### src/rtl/mem_ctrl_pkg.sv
// Shared definitions for the LSU data-memory controller: channel FSM states,
// LSU-side state encoding and index-width helper.
package mem_ctrl_pkg;

  typedef enum logic [2:0] {
    ChIdle          = 3'd0,
    ChReadWaiting   = 3'd1,
    ChWriteWaiting  = 3'd2,
    ChReadRelaying  = 3'd3,
    ChWriteRelaying = 3'd4
  } channel_state_t;

  // Request-side states used by the per-thread LSUs talking to this controller.
  localparam logic [1:0] LsuIdle       = 2'd0;
  localparam logic [1:0] LsuRequesting = 2'd1;
  localparam logic [1:0] LsuWaiting    = 2'd2;
  localparam logic [1:0] LsuDone       = 2'd3;

  function automatic int unsigned idx_bits(input int unsigned n);
    return (n > 1) ? $clog2(n) : 1;
  endfunction

endpackage

### src/rtl/mem_channel_fsm.sv
// One external memory channel: holds a granted request until memory answers,
// then relays completion to the owning consumer with a four-phase handshake.
module mem_channel_fsm
  import mem_ctrl_pkg::*;
#(
  parameter int unsigned ADDR_BITS     = 8,
  parameter int unsigned DATA_BITS     = 8,
  parameter int unsigned NUM_CONSUMERS = 8,
  parameter int unsigned IDX_BITS      = idx_bits(NUM_CONSUMERS)
) (
  input  logic                     clk,
  input  logic                     reset,
  input  logic                     grant_valid,
  input  logic                     grant_read,
  input  logic [IDX_BITS-1:0]      grant_consumer,
  input  logic [ADDR_BITS-1:0]     grant_address,
  input  logic [DATA_BITS-1:0]     grant_data,
  input  logic [NUM_CONSUMERS-1:0] consumer_read_valid,
  input  logic [NUM_CONSUMERS-1:0] consumer_write_valid,
  input  logic                     mem_read_ready,
  input  logic                     mem_write_ready,
  output logic                     idle,
  output logic [IDX_BITS-1:0]      consumer,
  output logic                     read_relaying,
  output logic                     write_relaying,
  output logic                     read_done,
  output logic                     release_claim,
  output logic                     mem_read_valid,
  output logic [ADDR_BITS-1:0]     mem_read_address,
  output logic                     mem_write_valid,
  output logic [ADDR_BITS-1:0]     mem_write_address,
  output logic [DATA_BITS-1:0]     mem_write_data
);

  channel_state_t         state_q, state_d;
  logic [IDX_BITS-1:0]    consumer_q, consumer_d;
  logic [ADDR_BITS-1:0]   address_q, address_d;
  logic [DATA_BITS-1:0]   data_q, data_d;

  always_comb begin
    state_d       = state_q;
    consumer_d    = consumer_q;
    address_d     = address_q;
    data_d        = data_q;
    read_done     = 1'b0;
    release_claim = 1'b0;
    case (state_q)
      ChIdle: begin
        if (grant_valid) begin
          consumer_d = grant_consumer;
          address_d  = grant_address;
          data_d     = grant_data;
          state_d    = grant_read ? ChReadWaiting : ChWriteWaiting;
        end
      end
      ChReadWaiting: begin
        if (mem_read_ready) begin
          state_d   = ChReadRelaying;
          read_done = 1'b1;
        end
      end
      ChWriteWaiting: begin
        if (mem_write_ready) state_d = ChWriteRelaying;
      end
      // Stay until the consumer withdraws its request.
      ChReadRelaying: begin
        if (!consumer_read_valid[consumer_q]) begin
          state_d       = ChIdle;
          release_claim = 1'b1;
        end
      end
      ChWriteRelaying: begin
        if (!consumer_write_valid[consumer_q]) begin
          state_d       = ChIdle;
          release_claim = 1'b1;
        end
      end
      default: state_d = ChIdle;
    endcase
  end

  always_ff @(posedge clk) begin
    if (reset) begin
      state_q    <= ChIdle;
      consumer_q <= '0;
      address_q  <= '0;
      data_q     <= '0;
    end else begin
      state_q    <= state_d;
      consumer_q <= consumer_d;
      address_q  <= address_d;
      data_q     <= data_d;
    end
  end

  assign idle              = (state_q == ChIdle);
  assign consumer          = consumer_q;
  assign read_relaying     = (state_q == ChReadRelaying);
  assign write_relaying    = (state_q == ChWriteRelaying);
  assign mem_read_valid    = (state_q == ChReadWaiting);
  assign mem_read_address  = address_q;
  assign mem_write_valid   = (state_q == ChWriteWaiting);
  assign mem_write_address = address_q;
  assign mem_write_data    = data_q;

endmodule

### src/rtl/lsu_mem_controller.sv
// LSU data-memory responder: fixed-priority grant of consumer requests onto
// memory channels, claim tracking and routing of completions back to consumers.
module lsu_mem_controller
  import mem_ctrl_pkg::*;
#(
  parameter int unsigned ADDR_BITS     = 8,
  parameter int unsigned DATA_BITS     = 8,
  parameter int unsigned NUM_CONSUMERS = 8,
  parameter int unsigned NUM_CHANNELS  = 2,
  parameter int unsigned WRITE_ENABLE  = 1
) (
  input  logic                                       clk,
  input  logic                                       reset,
  input  logic [NUM_CONSUMERS-1:0]                   consumer_read_valid,
  input  logic [NUM_CONSUMERS-1:0][ADDR_BITS-1:0]    consumer_read_address,
  output logic [NUM_CONSUMERS-1:0]                   consumer_read_ready,
  output logic [NUM_CONSUMERS-1:0][DATA_BITS-1:0]    consumer_read_data,
  input  logic [NUM_CONSUMERS-1:0]                   consumer_write_valid,
  input  logic [NUM_CONSUMERS-1:0][ADDR_BITS-1:0]    consumer_write_address,
  input  logic [NUM_CONSUMERS-1:0][DATA_BITS-1:0]    consumer_write_data,
  output logic [NUM_CONSUMERS-1:0]                   consumer_write_ready,
  output logic [NUM_CHANNELS-1:0]                    mem_read_valid,
  output logic [NUM_CHANNELS-1:0][ADDR_BITS-1:0]     mem_read_address,
  input  logic [NUM_CHANNELS-1:0]                    mem_read_ready,
  input  logic [NUM_CHANNELS-1:0][DATA_BITS-1:0]     mem_read_data,
  output logic [NUM_CHANNELS-1:0]                    mem_write_valid,
  output logic [NUM_CHANNELS-1:0][ADDR_BITS-1:0]     mem_write_address,
  output logic [NUM_CHANNELS-1:0][DATA_BITS-1:0]     mem_write_data,
  input  logic [NUM_CHANNELS-1:0]                    mem_write_ready
);

  localparam int unsigned IdxBits = idx_bits(NUM_CONSUMERS);

  logic [NUM_CONSUMERS-1:0]                claim_q, claim_d, taken, write_request;
  logic [NUM_CONSUMERS-1:0][DATA_BITS-1:0] read_data_q, read_data_d;

  logic [NUM_CHANNELS-1:0]                 ch_idle, grant_valid, grant_read;
  logic [NUM_CHANNELS-1:0]                 ch_read_relaying, ch_write_relaying;
  logic [NUM_CHANNELS-1:0]                 ch_read_done, ch_release, ch_mem_write_valid;
  logic [NUM_CHANNELS-1:0][IdxBits-1:0]    grant_consumer, ch_consumer;
  logic [NUM_CHANNELS-1:0][ADDR_BITS-1:0]  grant_address, ch_mem_write_address;
  logic [NUM_CHANNELS-1:0][DATA_BITS-1:0]  grant_data, ch_mem_write_data;

  // Read-only instances never see a write request, so no write is ever granted.
  assign write_request = (WRITE_ENABLE != 0) ? consumer_write_valid : '0;

  // Channels scan in index order; a consumer picked by a lower channel is hidden
  // from higher channels in the same cycle.
  always_comb begin
    taken          = claim_q;
    grant_valid    = '0;
    grant_read     = '0;
    grant_consumer = '0;
    grant_address  = '0;
    grant_data     = '0;
    for (int ch = 0; ch < NUM_CHANNELS; ch++) begin
      for (int c = 0; c < NUM_CONSUMERS; c++) begin
        if (ch_idle[ch] && !grant_valid[ch] && !taken[c] &&
            (consumer_read_valid[c] || write_request[c])) begin
          grant_valid[ch]    = 1'b1;
          grant_read[ch]     = consumer_read_valid[c];
          grant_consumer[ch] = IdxBits'(c);
          grant_address[ch]  = consumer_read_valid[c] ? consumer_read_address[c]
                                                      : consumer_write_address[c];
          grant_data[ch]     = consumer_write_data[c];
          taken[c]           = 1'b1;
        end
      end
    end
  end

  always_comb begin
    claim_d = claim_q;
    for (int ch = 0; ch < NUM_CHANNELS; ch++) begin
      if (ch_release[ch]) claim_d[ch_consumer[ch]] = 1'b0;
    end
    for (int ch = 0; ch < NUM_CHANNELS; ch++) begin
      if (grant_valid[ch]) claim_d[grant_consumer[ch]] = 1'b1;
    end
  end

  always_comb begin
    read_data_d = read_data_q;
    for (int ch = 0; ch < NUM_CHANNELS; ch++) begin
      if (ch_read_done[ch]) read_data_d[ch_consumer[ch]] = mem_read_data[ch];
    end
  end

  always_comb begin
    consumer_read_ready  = '0;
    consumer_write_ready = '0;
    for (int ch = 0; ch < NUM_CHANNELS; ch++) begin
      if (ch_read_relaying[ch]) consumer_read_ready[ch_consumer[ch]] = 1'b1;
      if ((WRITE_ENABLE != 0) && ch_write_relaying[ch]) begin
        consumer_write_ready[ch_consumer[ch]] = 1'b1;
      end
    end
  end

  always_ff @(posedge clk) begin
    if (reset) begin
      claim_q     <= '0;
      read_data_q <= '0;
    end else begin
      claim_q     <= claim_d;
      read_data_q <= read_data_d;
    end
  end

  assign consumer_read_data = read_data_q;

  for (genvar ch = 0; ch < NUM_CHANNELS; ch++) begin : g_channel
    mem_channel_fsm #(
      .ADDR_BITS    (ADDR_BITS),
      .DATA_BITS    (DATA_BITS),
      .NUM_CONSUMERS(NUM_CONSUMERS),
      .IDX_BITS     (IdxBits)
    ) u_fsm (
      .clk                 (clk),
      .reset               (reset),
      .grant_valid         (grant_valid[ch]),
      .grant_read          (grant_read[ch]),
      .grant_consumer      (grant_consumer[ch]),
      .grant_address       (grant_address[ch]),
      .grant_data          (grant_data[ch]),
      .consumer_read_valid (consumer_read_valid),
      .consumer_write_valid(consumer_write_valid),
      .mem_read_ready      (mem_read_ready[ch]),
      .mem_write_ready     (mem_write_ready[ch]),
      .idle                (ch_idle[ch]),
      .consumer            (ch_consumer[ch]),
      .read_relaying       (ch_read_relaying[ch]),
      .write_relaying      (ch_write_relaying[ch]),
      .read_done           (ch_read_done[ch]),
      .release_claim       (ch_release[ch]),
      .mem_read_valid      (mem_read_valid[ch]),
      .mem_read_address    (mem_read_address[ch]),
      .mem_write_valid     (ch_mem_write_valid[ch]),
      .mem_write_address   (ch_mem_write_address[ch]),
      .mem_write_data      (ch_mem_write_data[ch])
    );

    if (WRITE_ENABLE != 0) begin : g_write
      assign mem_write_valid[ch]   = ch_mem_write_valid[ch];
      assign mem_write_address[ch] = ch_mem_write_address[ch];
      assign mem_write_data[ch]    = ch_mem_write_data[ch];
    end else begin : g_no_write
      assign mem_write_valid[ch]   = 1'b0;
      assign mem_write_address[ch] = '0;
      assign mem_write_data[ch]    = '0;
    end
  end

endmodule

### config.mk
export PLATFORM = sky130hd
export DESIGN_NAME = lsu_mem_controller
export DESIGN_NICKNAME = d
export VERILOG_FILES = /design/src/rtl/mem_ctrl_pkg.sv /design/src/rtl/mem_channel_fsm.sv /design/src/rtl/lsu_mem_controller.sv
export SDC_FILE = /design/constraint.sdc
export NUM_CORES = 1
export LEC_CHECK = 0
export CAP_MARGIN = 30
export CORE_MARGIN = 4
export CORE_UTILIZATION = 35
export DETAILED_ROUTE_END_ITERATION = 10
export PLACE_DENSITY = 0.67
export SETUP_SLACK_MARGIN = 0.02
export SYNTH_ARGS = -nofsm -noshare
export SYNTH_HDL_FRONTEND = slang
export SYNTH_HIERARCHICAL = 1
export SYNTH_SLANG_ARGS = --single-unit
### constraint.sdc
create_clock -name clk -period 7.9 [get_ports clk]
set_input_delay 0.79 -clock clk [delete_from_list [all_inputs] [get_ports clk]]
set_output_delay 0.79 -clock clk [all_outputs]
set_load 0.02 [all_outputs]
# --- After elaboration in Yosys (flattened, before gate mapping) ---
# Index checks and enable logic that the tools add are counted.
classes:
  mux: 150
  reduce_logical: 94
  div: 0
  n_shift: 0
  n_bitwise: 8
  n_eq_ne: 18
  n_lt_le_gt_ge: 8
  n_mul: 0
  add_sub_neg: 0
ops:
  columns: ["cell", "count"]
  rows:
  - ["8-bit 2-to-1 mux", 50]
  - ["64-bit bitwise mux", 2]
  - ["64-bit 2-to-1 mux", 2]
  - ["3-bit 2-to-1 mux", 22]
  - ["1-bit 2-to-1 mux", 58]
  - ["1-bit logical AND", 50]
  - ["8-bit demux with 3-bit select", 2]
  - ["8-bit bitwise OR", 4]
  - ["1-bit logical NOT", 30]
  - ["3-bit case mux with 5 select lines", 2]
  - ["8-bit AND", 2]
  - ["3-bit by 4-bit < comparator with 1-bit output (second input constant)", 4]
  - ["2-bit inequality test (second input constant)", 8]
  - ["8-bit NOT", 2]
  - ["1-bit binary-select mux with 3-bit select", 4]
  - ["1-bit demux with 3-bit select", 4]
  - ["3-bit by 2-bit equality test with 1-bit output (second input constant)", 4]
  - ["3-bit by 1-bit >= comparator with 1-bit output (second input constant)", 4]
  - ["5-bit AND reduction", 2]
  - ["1-bit logical OR", 8]
  - ["3-bit by 1-bit equality test with 1-bit output (second input constant)", 2]
  - ["3-bit equality test (second input constant)", 2]
  - ["3-bit logical NOT", 2]
  - ["2-bit 2-to-1 mux", 2]
  - ["other kinds (3)", 6]
totals:
  rom_bits: 0
  latch_bits: 0
  regBits: 116
  mem_bits_rw: 0
  n_memories: 0
  input_bits: 230

# --- Longest topological paths before layout ---
# Gate-level depths: netlist of run 1.
depth:
  ltp_word: 49
  mapped_depth: 15

# --- By module ---
# The synthesis of run 1 kept the hierarchy.
by_module_without_submodules:
  columns: ["module", "n_inst", "seq_area_each_um2", "cells_each", "area_each_um2"]
  rows:
  - ["lsu_mem_controller", 1, 1441.4, 925, 6822.8]
  - ["mem_channel_fsm", 2, 440.4, 125, 1119.8]

# --- Worst setup path before layout of run 1 ---
# No wires, ideal clock.
synth_timing:
  kind: "input port to flip-flop"
  startpoint: "in consumer_read_valid[1]"
  endpoint: "reg g_channel[1].u_fsm.state_q[1]"
  path_buffers: 2
  setup_time_ns: 0.130
  t_arrival_ns: 3.018
  slack_ns: 4.752
  path_stages: 12
  path_cell_list: "buf_4 > o21bai_2 > nand3_2 > nor3_2 > mux2i_1 > and4_1 > clkbuf_1 > nand2_1 > o21ai_1 > nor2_1 > a221oi_1 > o32ai_1"
synth_between:
  elab_chain_len: 40
  word_cells_on_any_way: 94
synth_rtl:
  columns: ["element", "line_no", "rtl"]
  rows:
  - ["start, declared", "lsu_mem_controller.sv:14", "input logic [NUM_CONSUMERS-1:0] consumer_read_valid,"]
  - ["1-bit logical OR", "lsu_mem_controller.sv:59", "(consumer_read_valid[c] || write_request[c])) begin"]
  - ["1-bit logical AND", "lsu_mem_controller.sv:58", "if (ch_idle[ch] && !grant_valid[ch] && !taken[c] &&"]
  - ["1-bit 2-to-1 mux", "lsu_mem_controller.sv:58", null]
  - ["1-bit logical NOT", "lsu_mem_controller.sv:58", null]
  - ["1-bit logical AND (2 in a row)", "lsu_mem_controller.sv:58", null]
  - ["1-bit 2-to-1 mux or 1-bit logical AND (tied branches)", "lsu_mem_controller.sv:58", null]
  - ["1-bit logical NOT or 1-bit 2-to-1 mux (tied branches)", "lsu_mem_controller.sv:58", null]
  - ["1-bit logical AND or 1-bit logical NOT (tied branches)", "lsu_mem_controller.sv:58", null]
  - ["(+23 left out)", null, null]
  - ["1-bit logical NOT or 1-bit 2-to-1 mux (tied branches)", "lsu_mem_controller.sv:58", null]
  - ["1-bit logical AND or 1-bit logical NOT (tied branches)", "lsu_mem_controller.sv:58", null]
  - ["1-bit logical AND (2 in a row)", "lsu_mem_controller.sv:58", null]
  - ["1-bit 2-to-1 mux (*)", "lsu_mem_controller.sv:58", null]
  - ["via grant_read[1]", "lsu_mem_controller.sv:37", "logic [NUM_CHANNELS-1:0] ch_idle, grant_valid, grant_read;"]
  - ["2-bit 2-to-1 mux (*)", "mem_channel_fsm.sv:53", "state_d = grant_read ? ChReadWaiting : ChWriteWaiting;"]
  - ["3-bit 2-to-1 mux (*)", "mem_channel_fsm.sv:49", "if (grant_valid) begin"]
  - ["3-bit case mux with 5 select lines (*)", "mem_channel_fsm.sv:47", "case (state_q)"]
  - ["end signal, assigned", "mem_channel_fsm.sv:84", "state_q <= ChIdle;"]
  - ["end signal, assigned", "mem_channel_fsm.sv:89", "state_q <= state_d;"]
  - ["end, declared", "mem_channel_fsm.sv:35", "channel_state_t state_q, state_d;"]
# The timed path passes the listed nets; every way through them passes the cells marked *. The select of a mux whose other input is x is not followed.
# A chain may end at the register's enable or synchronous reset.

# --- Final worst setup path of run 1 ---
layout_timing:
  startpoint: "in consumer_read_valid[0]"
  endpoint: "reg g_channel[1].u_fsm.state_q[1]"
layout_between:
  elab_chain_len: 45
  word_cells_on_any_way: 107
layout_rtl:
  columns: ["element", "line_no"]
  rows:
  - ["1-bit logical OR", "lsu_mem_controller.sv:59"]
  - ["1-bit logical AND", "lsu_mem_controller.sv:58"]
  - ["1-bit 2-to-1 mux", "lsu_mem_controller.sv:58"]
  - ["1-bit logical NOT", "lsu_mem_controller.sv:58"]
  - ["1-bit logical AND (2 in a row)", "lsu_mem_controller.sv:58"]
  - ["1-bit 2-to-1 mux or 1-bit logical AND (tied branches)", "lsu_mem_controller.sv:58"]
  - ["1-bit logical NOT or 1-bit 2-to-1 mux (tied branches)", "lsu_mem_controller.sv:58"]
  - ["1-bit logical AND or 1-bit logical NOT (tied branches)", "lsu_mem_controller.sv:58"]
  - ["(+28 left out)", null]
  - ["1-bit logical NOT or 1-bit 2-to-1 mux (tied branches)", "lsu_mem_controller.sv:58"]
  - ["1-bit logical AND or 1-bit logical NOT (tied branches)", "lsu_mem_controller.sv:58"]
  - ["1-bit logical AND (2 in a row)", "lsu_mem_controller.sv:58"]
  - ["1-bit 2-to-1 mux (*)", "lsu_mem_controller.sv:58"]
  - ["via grant_read[1]", "lsu_mem_controller.sv:37"]
  - ["2-bit 2-to-1 mux (*)", "mem_channel_fsm.sv:53"]
  - ["3-bit 2-to-1 mux (*)", "mem_channel_fsm.sv:49"]
  - ["3-bit case mux with 5 select lines (*)", "mem_channel_fsm.sv:47"]
# Marks and branches as above.

==> results of run 1 <==
## sequential cells by signal (all words and copies together), names as in the netlist
register,flops
consumer_read_data,64
g_channel.u_fsm/mem_read_address,16
g_channel.u_fsm/mem_write_data,16
claim_q,8
g_channel.u_fsm/consumer,6
g_channel.u_fsm/state_q,6
## layout make-up
| type | instances | share of cell area |
|---|---|---|
| multi-input combinational | 927 | 0.460 |
| tap | 330 | 0.0315 |
| clock inverter | 13 | 0.00773 |
| inverter | 6 | 0.00172 |
| clock buffer | 18 | 0.0335 |
| antenna | 5 | 0.000954 |
| sequential | 116 | 0.177 |
| timing repair buffer | 380 | 0.287 |
## routing by layer
layer	vias to the layer above	GRT usage	wire [um]
met1	5080	0.356	16400
met2	672	0.472	20600
met5	-	0	0
li1	4947	-	-
met4	0	0.120	1530
met3	87	0.0481	3790
## cell families (layout without fill, tap and decap cells)
logic type | count (synthesis) | in the layout | share of synthesized area
AND/OR/NAND/NOR | 452 | 452 | 0.231
adder cells (fa/ha/maj) | 1 | 1 | 0.00110
buffers and inverters | 132 | 417 | 0.0791
other | 0 | 5 | 0
multiplexers | 109 | 109 | 0.136
flip-flops | 116 | 116 | 0.256
XOR/XNOR | 3 | 3 | 0.00290
AO/OA/AOI/OAI | 362 | 362 | 0.293
## worst register-to-register path, stage by stage (launching register included)
cell      delay (ns)
dfxtp_1         0.39
o21ba_1         0.78
nor2_8          0.16
a21oi_2         0.78
or4_1           0.65
or2_1           0.72
nor2_1          0.08
o21ai_1         0.18
nor2_1          0.06
a221oi_1        0.28
o32ai_1         0.12
## stage by stage
step	instance area, sq um	power, W
2_1_floorplan	9060	0.00223
3_3_place_gp	12500	0.00291
3_5_place_dp	12600	0.00294
4_1_cts	13100	0.00367
5_1_grt	13100	0.00390
6_report	13100	0.00370
## power by group through the flow
stage          Clock (W)  Combinational (W)  Sequential, W
2_1_floorplan          0            0.00134       0.000889
6_report        0.000723            0.00212       0.000861
4_1_cts         0.000728            0.00208       0.000859
3_3_place_gp           0            0.00205       0.000867
5_1_grt         0.000753            0.00227       0.000880
3_5_place_dp           0            0.00207       0.000869
## worst max-delay path by stage
stage	endpoint	slack [ns]	cells after the start
final	g_channel[1].u_fsm/state_q[1]	2.49	11
after global routing	g_channel[1].u_fsm/state_q[1]	2.23	11
after CTS	g_channel[1].u_fsm/state_q[1]	2.69	11
after detailed placement	g_channel[1].u_fsm/state_q[1]	2.26	11
after global placement	g_channel[1].u_fsm/state_q[1]	2.44	11
after floorplan	g_channel[1].u_fsm/state_q[1]	4.75	12
## cell usage in the layout, fill, tap and decap left out, types with 9 or more instances in the layout
| master | instances |
|---|---|
| a211oi_1 | 53 |
| o21ai_1 | 17 |
| nand2b_1 | 11 |
| mux2i_1 | 68 |
| clkdlybuf4s50_1 | 360 |
| nand3_1 | 58 |
| dfxtp_1 | 116 |
| a22oi_1 | 26 |
| nor2_1 | 115 |
| o21ai_0 | 27 |
| o221ai_1 | 13 |
| a31oi_1 | 12 |
| o22ai_1 | 9 |
| o211ai_1 | 21 |
| clkbuf_16 | 17 |
| a22o_1 | 24 |
| a221oi_1 | 13 |
| buf_4 | 18 |
| nand4_1 | 9 |
| a311oi_1 | 32 |
| nand2_1 | 189 |
| a21oi_1 | 60 |
| nor3_1 | 10 |
| a32o_1 | 9 |
| mux2_2 | 33 |
==> reports/results.txt, run 1 <==
P_sw = 0.00172 W
Hold path endpoint = g_channel[0].u_fsm/mem_write_data[6]
Arrival time at the worst endpoint = 5.68 ns
Grt total ovfl = 0
Clk sinks = 116
Fmax = 185 MHz
# setup viols final = 0
TritonRoute pass-1 iters = 5
Critical path buffers and inverters = 1
Clock network fraction of design power = 0.195
Initial Util = 0.358
Leak pwr = 4.43 nW
Min-Delay Path Class = reg2reg
Post-cts hold buffer count = 0
CTS buffer count = 17
Status = finished, final reports clean
Gpl congestion = 0.948
DP HPWL = 32300 um
Internal power = 0.00198 W
Post-Route WL = 42400 um
Total track usage = 0.281
CTS root buffer = clkbuf_16
Maximum VDD drop = 0.000243 V
Distinct cells, synth = 79
Register area = 2320 sq um
Startpoint types = input port
Worst slack, placed = 2.26 ns
Syn-to-layout area delta = 44.7%
Critical path required time = 8.17 ns
Fin nets = 1678
Vias in the first global route = 10300
CP top delay family = compound AO/OA/AOI/OAI gates
Final Worst Setup Slack = 2.49 ns
Clock skew = 0.0167 ns
Worst Reg-to-Reg Cells = 10
Yosys warns = 6
Via density = 6.01
Fraction of layout cells with a size suffix above 1 = 0.0890
Hold Path Cell Cnt = 2
Comb pwr share = 0.572
Top-Level Pins = 362
Worst skew pair latency = 0.43 ns
Row Count = 58
Max Cap Viol = 0
Die Y = 169 um
Mean post-synth cell area = 7.71 sq um
Crit Reg-Reg Startpoint = claim_q[0]
Worst-Margin Slew = 0.926 ns
Hold Violations, Final = 0
CTS Buffer Depth = 2
Synth Cell Area = 9060 sq um
Yosys reg bits = 116
Via Count = 10800
Reg2Reg Setup Slack = 3.55 ns
Pwr dens = 282 nW/um^2
FF-to-FF End = g_channel[1].u_fsm/state_q[1]
# DRC = 0
Postcts setup bufs = 0
Crit path time final = 5.41 ns
DRT iter0 DRCs = 1194
Post-synth top cells = 189 x nand2_1, 116 x dfxtp_1, 116 x nor2_1, 68 x mux2i_1, 62 x clkbuf_1
Sw Ratio = 0.464
Syn nets = 1405
Async SR Flop Fraction = 0
Max-slew violations = 0
Die width = 169 um
Worst Setup SP = consumer_read_valid[0]
CTS tree = built
Synth area leaders = dfxtp_1 26%, nand2_1 7.8%, mux2i_1 7.5%
Worst hold slack = 0.451 ns
Post-detailed-route wirelength per cell = 23.6 um
Leading area contributor after synthesis = dfxtp_1
Area share of the largest cell type after synthesis = 0.256
Sequential share of the synthesized area = 0.256
DP Cell Count = 1759
Post-route insts no fill = 1795
Period utilisation layout = 0.685
Most frequent CP cell = nor2_1
Endpoint type of the worst setup path = flop
Crit-path max FO = 23
Hold_sp = g_channel[0].u_fsm/mem_write_data[6]
Max incr delay on CP = 1.07 ns
Initial antenna violation count = 5
Pin count of the biggest net entering global routing = 55
Die Area = 28500 sq um
Relative max-transition margin = 0.383
Post_cts resized = 0
Post-Syn Instances = 1175
Core area = 25300 sq um
Slowest cell on the critical path = clkdlybuf4s50_1
Synth Flop Type = dfxtp_1
Utilization after layout = 0.518
Setup TNS = 0 ns
Crit-path cells = clkdlybuf4s50_1 -> o21ba_1 -> nor2_8 -> a21oi_2 -> or4_1 -> or2_1 -> nor2_1 -> o21ai_1 -> nor2_1 -> a221oi_1 -> o32ai_1
Port buffer count = 361
H-tree depth = 4
Reg power frac = 0.232
RSZ-0062 raised after global routing = false
Fillers = 2440
Post-synth EDFFs = 0
Antenna Violating Nets Remaining = 0
Critical path class = in2reg
Reg clk slew, reported paths = 0.06 ns
Multi-input logic area = 6040 sq um
Most frequent cell after synthesis = nand2_1
First-pass GRT wire length = 62300 um
Power figures use the tool's default switching activity.
==> run 2: changes to the inputs <==
--- a/config.mk
+++ b/config.mk
@@ -9,7 +9,7 @@
 export CORE_MARGIN = 4
 export CORE_UTILIZATION = 35
 export DETAILED_ROUTE_END_ITERATION = 10
-export PLACE_DENSITY = 0.67
+export PLACE_DENSITY = 0.69
 export SETUP_SLACK_MARGIN = 0.02
 export SYNTH_ARGS = -nofsm -noshare
 export SYNTH_HDL_FRONTEND = slang
==> constraint.sdc (replaced) <==
create_clock -name clk -period 4.55 [get_ports clk]
set_input_delay 0.455 -clock clk [delete_from_list [all_inputs] [get_ports clk]]
set_output_delay 0.455 -clock clk [all_outputs]
set_load 0.02 [all_outputs]
==> run 2 against run 1 <==
Net effect: global-route usage rose by 0.50 points; core utilization rose by 0.46 points; flip-flop and latch count did not move; non-clock buffer count rose by 14; largest power group unchanged; critical path type unchanged; routed wire length rose by 0.81%; cell count rose by 0.56%.
==> reports/results.txt, run 2 (same netlist as run 1, synthesis figures left out) <==
Status = finished, final reports clean
Worst slack, placed = 0.733 ns (-1.53 ns)
TritonRoute pass-1 iters = 6 (+1)
Fmax = 283 MHz
RSZ-0062 raised after global routing = false
Worst Setup SP = consumer_write_valid[0]
Grt total ovfl = 0 (unchanged)
Syn-to-layout area delta = 46.0%
Leak pwr = 4.51 nW (+1.8%)
Gpl congestion = 0.981 (+3.5%)
Max Cap Viol = 0 (unchanged)
Relative max-transition margin = 0.335 (-0.0477)
Critical path required time = 4.86 ns (-3.31 ns)
Endpoint type of the worst setup path = flop
Startpoint types = input port
Hold Violations, Final = 0 (unchanged)
Register area = 2320 sq um (unchanged)
Post-detailed-route wirelength per cell = 23.7 um (+0.25%)
Fin nets = 1692 (+0.83%)
Vias in the first global route = 10600 (+2.5%)
Crit Reg-Reg Startpoint = g_channel[0].u_fsm/state_q[0]
DP HPWL = 32800 um (+1.4%)
FF-to-FF End = g_channel[1].u_fsm/state_q[1]
Most frequent cells in the layout = 360 x clkdlybuf4s50_1, 189 x nand2_1, 116 x dfxtp_1
Fillers = 2466 (+1.1%)
Max incr delay on CP = 0.57 ns (-0.50 ns)
Ant. Diodes = 0 (-5)
Commonest non-fill, non-tap cell in the layout = clkdlybuf4s50_1
Row Count = 58 (unchanged)
Initial antenna violation count = 0 (-5)
Die width = 169 um (unchanged)
H-tree depth = 4 (unchanged)
CTS tree = built
Most frequent CP cell = nor2_1
Utilization after layout = 0.523 (+0.00464)
Antenna Violating Nets Remaining = 0 (unchanged)
Setup TNS = 0 ns (unchanged)
# setup viols final = 0 (unchanged)
Max reg flops = 64 (unchanged)
Top-Level Pins = 362 (unchanged)
Clk sinks = 116 (unchanged)
Min-Delay Path Class = reg2reg
Maximum VDD drop = 0.000414 V (+70%)
Multi-input logic area = 6040 sq um (unchanged)
Total track usage = 0.286 (+0.00499)
Worst Reg-to-Reg Cells = 12 (+2)
# DRC = 0 (unchanged)
Initial Util = 0.358 (unchanged)
Reg clk slew, reported paths = 0.05 ns (about the same)
DRT iter0 DRCs = 1260 (+5.5%)
Post_cts resized = 0 (unchanged)
WP depth = 12 (+1)
Critical path buffers and inverters = 2 (+1)
Clock skew = 0.00835 ns (-0.00832 ns)
CTS root buffer = clkbuf_16
Crit-path max FO = 15 (-35%)
CTS Buffer Depth = 2 (unchanged)
Port buffer count = 361 (unchanged)
Die Area = 28500 sq um (unchanged)
Crit path time final = 3.53 ns
Worst-Margin Slew = 0.996 ns (+0.0702 ns)
Core area = 25300 sq um (unchanged)
Reg2Reg Setup Slack = 1.06 ns (-2.49 ns)
Via density = 5.98 (-0.41%)
Pwr dens = 496 nW/um^2 (+76%)
Slowest cell on the critical path = a2111oi_0
Final Power = 0.00657 W (+77%)
Worst hold slack = 0.453 ns (+0.00126 ns)
Post-Route WL = 42700 um (+0.81%)
Max-slew violations = 0 (unchanged)
Via Count = 10800 (+0.15%)
Die Y = 169 um (unchanged)
Crit path to = g_channel[1].u_fsm/state_q[1]
Period utilisation layout = 0.776
Worst skew pair latency = 0.42 ns (about the same)
First-pass GRT wire length = 63300 um (+1.8%)
CP top delay family = compound AO/OA/AOI/OAI gates
Arrival time at the worst endpoint = 3.84 ns (-1.84 ns)
Fraction of layout cells with a size suffix above 1 = 0.0969 (+0.00791)
Crit-path cells = clkdlybuf4s50_1 -> o21bai_1 -> nand2_2 -> nor3_1 -> or4_1 -> buf_4 -> nor2_1 -> a2111oi_0 -> o21ai_1 -> nor2_1 -> a221oi_1 -> o32ai_1
Postcts setup bufs = 0 (unchanged)
CTS buffer count = 17 (unchanged)
Post-cts hold buffer count = 0 (unchanged)
Pin count of the biggest net entering global routing = 65 (+18%)
Critical path class = in2reg
Final Worst Setup Slack = 1.02 ns (-1.47 ns)
[run 2: cell types whose count changed in the layout (fill, tap and decap cells not counted), moves of 2 or more]
cell,before,now
buf_4,18,33
bufinv_16,0,2
clkbuf_1,0,2
diode_2,5,0
inv_6,4,1
[run 2: layout make-up]
type	count	area share
timing repair buffer	394	0.292
tap	330	0.0312
sequential	116	0.175
clock inverter	12	0.00993
inverter	6	0.00170
multi-input combinational	927	0.456
clock buffer	20	0.0338
[run 2: worst reg2reg max path, stage by stage (launching register included)]
cell and delay (ns):
dfxtp_1 0.41, nor3_2 0.30, buf_4 0.36, nand2_2 0.24, nor3_1 0.30, or4_1 0.17
buf_4 0.22, nor2_1 0.10, a2111oi_0 0.57, o21ai_1 0.23, nor2_1 0.13, a221oi_1 0.08
o32ai_1 0.29
[run 2: per-layer routing]
metal	track usage	wire (um)
met5	0	0
met4	0.129	1800
met3	0.0649	3720
met2	0.474	20600
met1	0.356	16600
[run 2: where the power goes]
part           internal [W]  switching (W)
Clock              0.000820       0.000516
Combinational       0.00154        0.00219
Sequential          0.00122       0.000281
[run 2: metrics by stage]
stage	instance area, sq um	cells
after floorplan	9060	1175
after CTS	13200	1805
after detailed placement	12700	1773
after global placement	12600	1772
final	13200	1805
after global routing	13200	1805
[run 2: worst min-delay path by stage]
stage / startpoint / endpoint / cells past startpoint
2_1_floorplan: claim_q[3] / claim_q[3] / 2
4_1_cts: g_channel[1].u_fsm/mem_write_data[6] / g_channel[1].u_fsm/mem_write_data[6] / 2
3_5_place_dp: g_channel[1].u_fsm/mem_write_data[6] / g_channel[1].u_fsm/mem_write_data[6] / 2
3_3_place_gp: g_channel[0].u_fsm/mem_write_data[6] / g_channel[0].u_fsm/mem_write_data[6] / 2
6_report: g_channel[0].u_fsm/mem_write_data[5] / g_channel[0].u_fsm/mem_write_data[5] / 2
5_1_grt: g_channel[1].u_fsm/mem_write_data[6] / g_channel[1].u_fsm/mem_write_data[6] / 2
==> run 3: changes to the inputs <==
--- a/config.mk
+++ b/config.mk
@@ -9,7 +9,7 @@
 export CORE_MARGIN = 4
 export CORE_UTILIZATION = 35
 export DETAILED_ROUTE_END_ITERATION = 10
-export PLACE_DENSITY = 0.69
+export PLACE_DENSITY = 0.67
 export SETUP_SLACK_MARGIN = 0.02
 export SYNTH_ARGS = -nofsm -noshare
 export SYNTH_HDL_FRONTEND = slang
==> constraint.sdc (replaced) <==
create_clock -name clk -period 3.5 [get_ports clk]
set_input_delay 0.35 -clock clk [delete_from_list [all_inputs] [get_ports clk]]
set_output_delay 0.35 -clock clk [all_outputs]
set_load 0.02 [all_outputs]
==> run 3 against run 2 <==
Net effect: final area rose by 1.4%; routed wire length fell by 0.40%; cell count rose by 1.8%; sequential power rose by 26%; worst hold slack improved by 0.0018 ns; register-to-register slack got worse by 0.64 ns; core utilization rose by 0.75 points.
==> reports/results.txt, run 3 (same netlist as run 1, synthesis figures left out) <==
Status = finished, final reports clean
# DRC = 0 (unchanged)
Setup TNS = 0 ns (unchanged)
Leak pwr = 4.64 nW (+2.8%)
CP top delay family = simple AND/OR/NAND/NOR gates
Utilization after layout = 0.530 (+0.00746)
Startpoint types = flop
Die Y = 169 um (unchanged)
Most frequent cells in the layout = 360 x clkdlybuf4s50_1, 189 x nand2_1, 116 x dfxtp_1
Die width = 169 um (unchanged)
Crit-path max FO = 10 (-5)
Vias in the first global route = 10700 (+1.1%)
Initial Util = 0.358 (unchanged)
Maximum VDD drop = 0.000532 V (+28%)
Reg clk slew, reported paths = 0.06 ns (about the same)
Fillers = 2395 (-2.9%)
Post-detailed-route wirelength per cell = 23.2 um (-2.1%)
Post-Route WL = 42500 um (-0.40%)
Relative max-transition margin = 0.386 (+0.0508)
Fraction of layout cells with a size suffix above 1 = 0.115 (+0.0182)
Initial antenna violation count = 4 (+4)
Multi-input logic area = 6040 sq um (about the same)
Most frequent CP cell = nor2_1
Max incr delay on CP = 0.53 ns (-0.04 ns)
Worst skew pair latency = 0.42 ns (about the same)
Via density = 6.00 (+0.23%)
Gpl congestion = 0.955 (-2.7%)
Worst-Margin Slew = 0.918 ns (-0.0782 ns)
CTS tree = built
Port buffer count = 361 (unchanged)
Clk sinks = 116 (unchanged)
H-tree depth = 4 (unchanged)
Fin nets = 1720 (+1.7%)
DRT iter0 DRCs = 1118 (-11%)
Pin count of the biggest net entering global routing = 78 (+20%)
Register area = 2320 sq um (unchanged)
Commonest non-fill, non-tap cell in the layout = clkdlybuf4s50_1
RSZ-0062 raised after global routing = false
Crit-path cells = nor3_2 -> nand2_2 -> nor3_1 -> or4_4 -> nor2_1 -> a2111oi_1 -> o21ai_1 -> nor2_1 -> a221oi_1 -> o32ai_1
Row Count = 58 (unchanged)
Crit path time final = 3.08 ns
Top-Level Pins = 362 (unchanged)
Via Count = 11000 (+2.0%)
Clock skew = 0.0194 ns (+0.0111 ns)
DP HPWL = 32900 um (+0.31%)
CTS buffer count = 17 (unchanged)
Postcts setup bufs = 0 (unchanged)
Slowest cell on the critical path = a2111oi_1
Total track usage = 0.284 (-0.00213)
CTS Buffer Depth = 2 (unchanged)
Critical path class = reg2reg
Max-slew violations = 0 (unchanged)
Final Power = 0.00861 W (+31%)
Antenna Violating Nets Remaining = 0 (unchanged)
Critical path required time = 3.82 ns (-1.04 ns)
Syn-to-layout area delta = 48.1%
Endpoint type of the worst setup path = flop
Pwr dens = 641 nW/um^2 (+29%)
Min-Delay Path Class = reg2reg
Max reg flops = 64 (unchanged)
Arrival time at the worst endpoint = 3.40 ns (-0.44 ns)
Max Cap Viol = 0 (unchanged)
TritonRoute pass-1 iters = 8 (+2)
Period utilisation layout = 0.881
Core area = 25300 sq um (unchanged)
Critical path buffers and inverters = 0 (-2)
CTS root buffer = clkbuf_16
Hold Violations, Final = 0 (unchanged)
# setup viols final = 0 (unchanged)
First-pass GRT wire length = 63100 um (-0.34%)
Die Area = 28500 sq um (unchanged)
Grt total ovfl = 0 (unchanged)
Fmax = 324 MHz
run 3: layout make-up:
| type | instances | share of cell area |
|---|---|---|
| diodes | 4 | 0.000746 |
| clock buffers | 19 | 0.0330 |
| clock inverters | 13 | 0.00736 |
| inverters | 6 | 0.00168 |
| multi-input cells | 927 | 0.450 |
| flip-flops and latches | 116 | 0.173 |
| well taps | 330 | 0.0308 |
| repair buffers | 422 | 0.303 |
run 3: where the power goes:
part	internal, W	switching (W)
Sequential	0.00159	0.000306
Combinational	0.00215	0.00293
Clock	0.000933	0.000701
run 3: per-stage QoR:
| stage | std cells | hold WS, ns | setup slack (ns) | area [sq um] |
|---|---|---|---|---|
| 2_1_floorplan | 1175 | 0.493 | 0.755 | 9060 |
| 3_3_place_gp | 1800 | 0.445 | 0.113 | 12900 |
| 3_5_place_dp | 1801 | 0.448 | 0.0329 | 12900 |
| 4_1_cts | 1833 | 0.459 | 0.283 | 13400 |
| 5_1_grt | 1837 | 0.475 | 0.186 | 13400 |
| 6_report | 1837 | 0.454 | 0.418 | 13400 |
run 3: worst register-to-register path, delay by kind of cell, from the launching register on:
family,cells,cell delay (ns)
AND/OR/NAND/NOR,6,1.52
AO/OA/AOI/OAI,4,1.09
flip-flops,1,0.39
run 3: path summary, 6_finish.rpt:
path         cells after the start                                   end                                  from  slack [ns]
min reg2reg                      2  g_channel[0].u_fsm/mem_write_data[6]  g_channel[0].u_fsm/mem_write_data[6]        0.45
max                             10         g_channel[1].u_fsm/state_q[1]         g_channel[0].u_fsm/state_q[2]        0.42
min                              2  g_channel[0].u_fsm/mem_write_data[6]  g_channel[0].u_fsm/mem_write_data[6]        0.45
max reg2reg                     10         g_channel[1].u_fsm/state_q[1]         g_channel[0].u_fsm/state_q[2]        0.42
run 3: routing by layer:
metal,track usage,part of all wire
met1,0.360,0.40
met3,0.0523,0.081
met2,0.476,0.48
met5,0,0
met4,0.117,0.040
run 3: repair_timing:
item | CTS | global route
resized for setup | 0 | 2
setup endpoints to repair | 0 | 1
hold buffers | 0 | 0
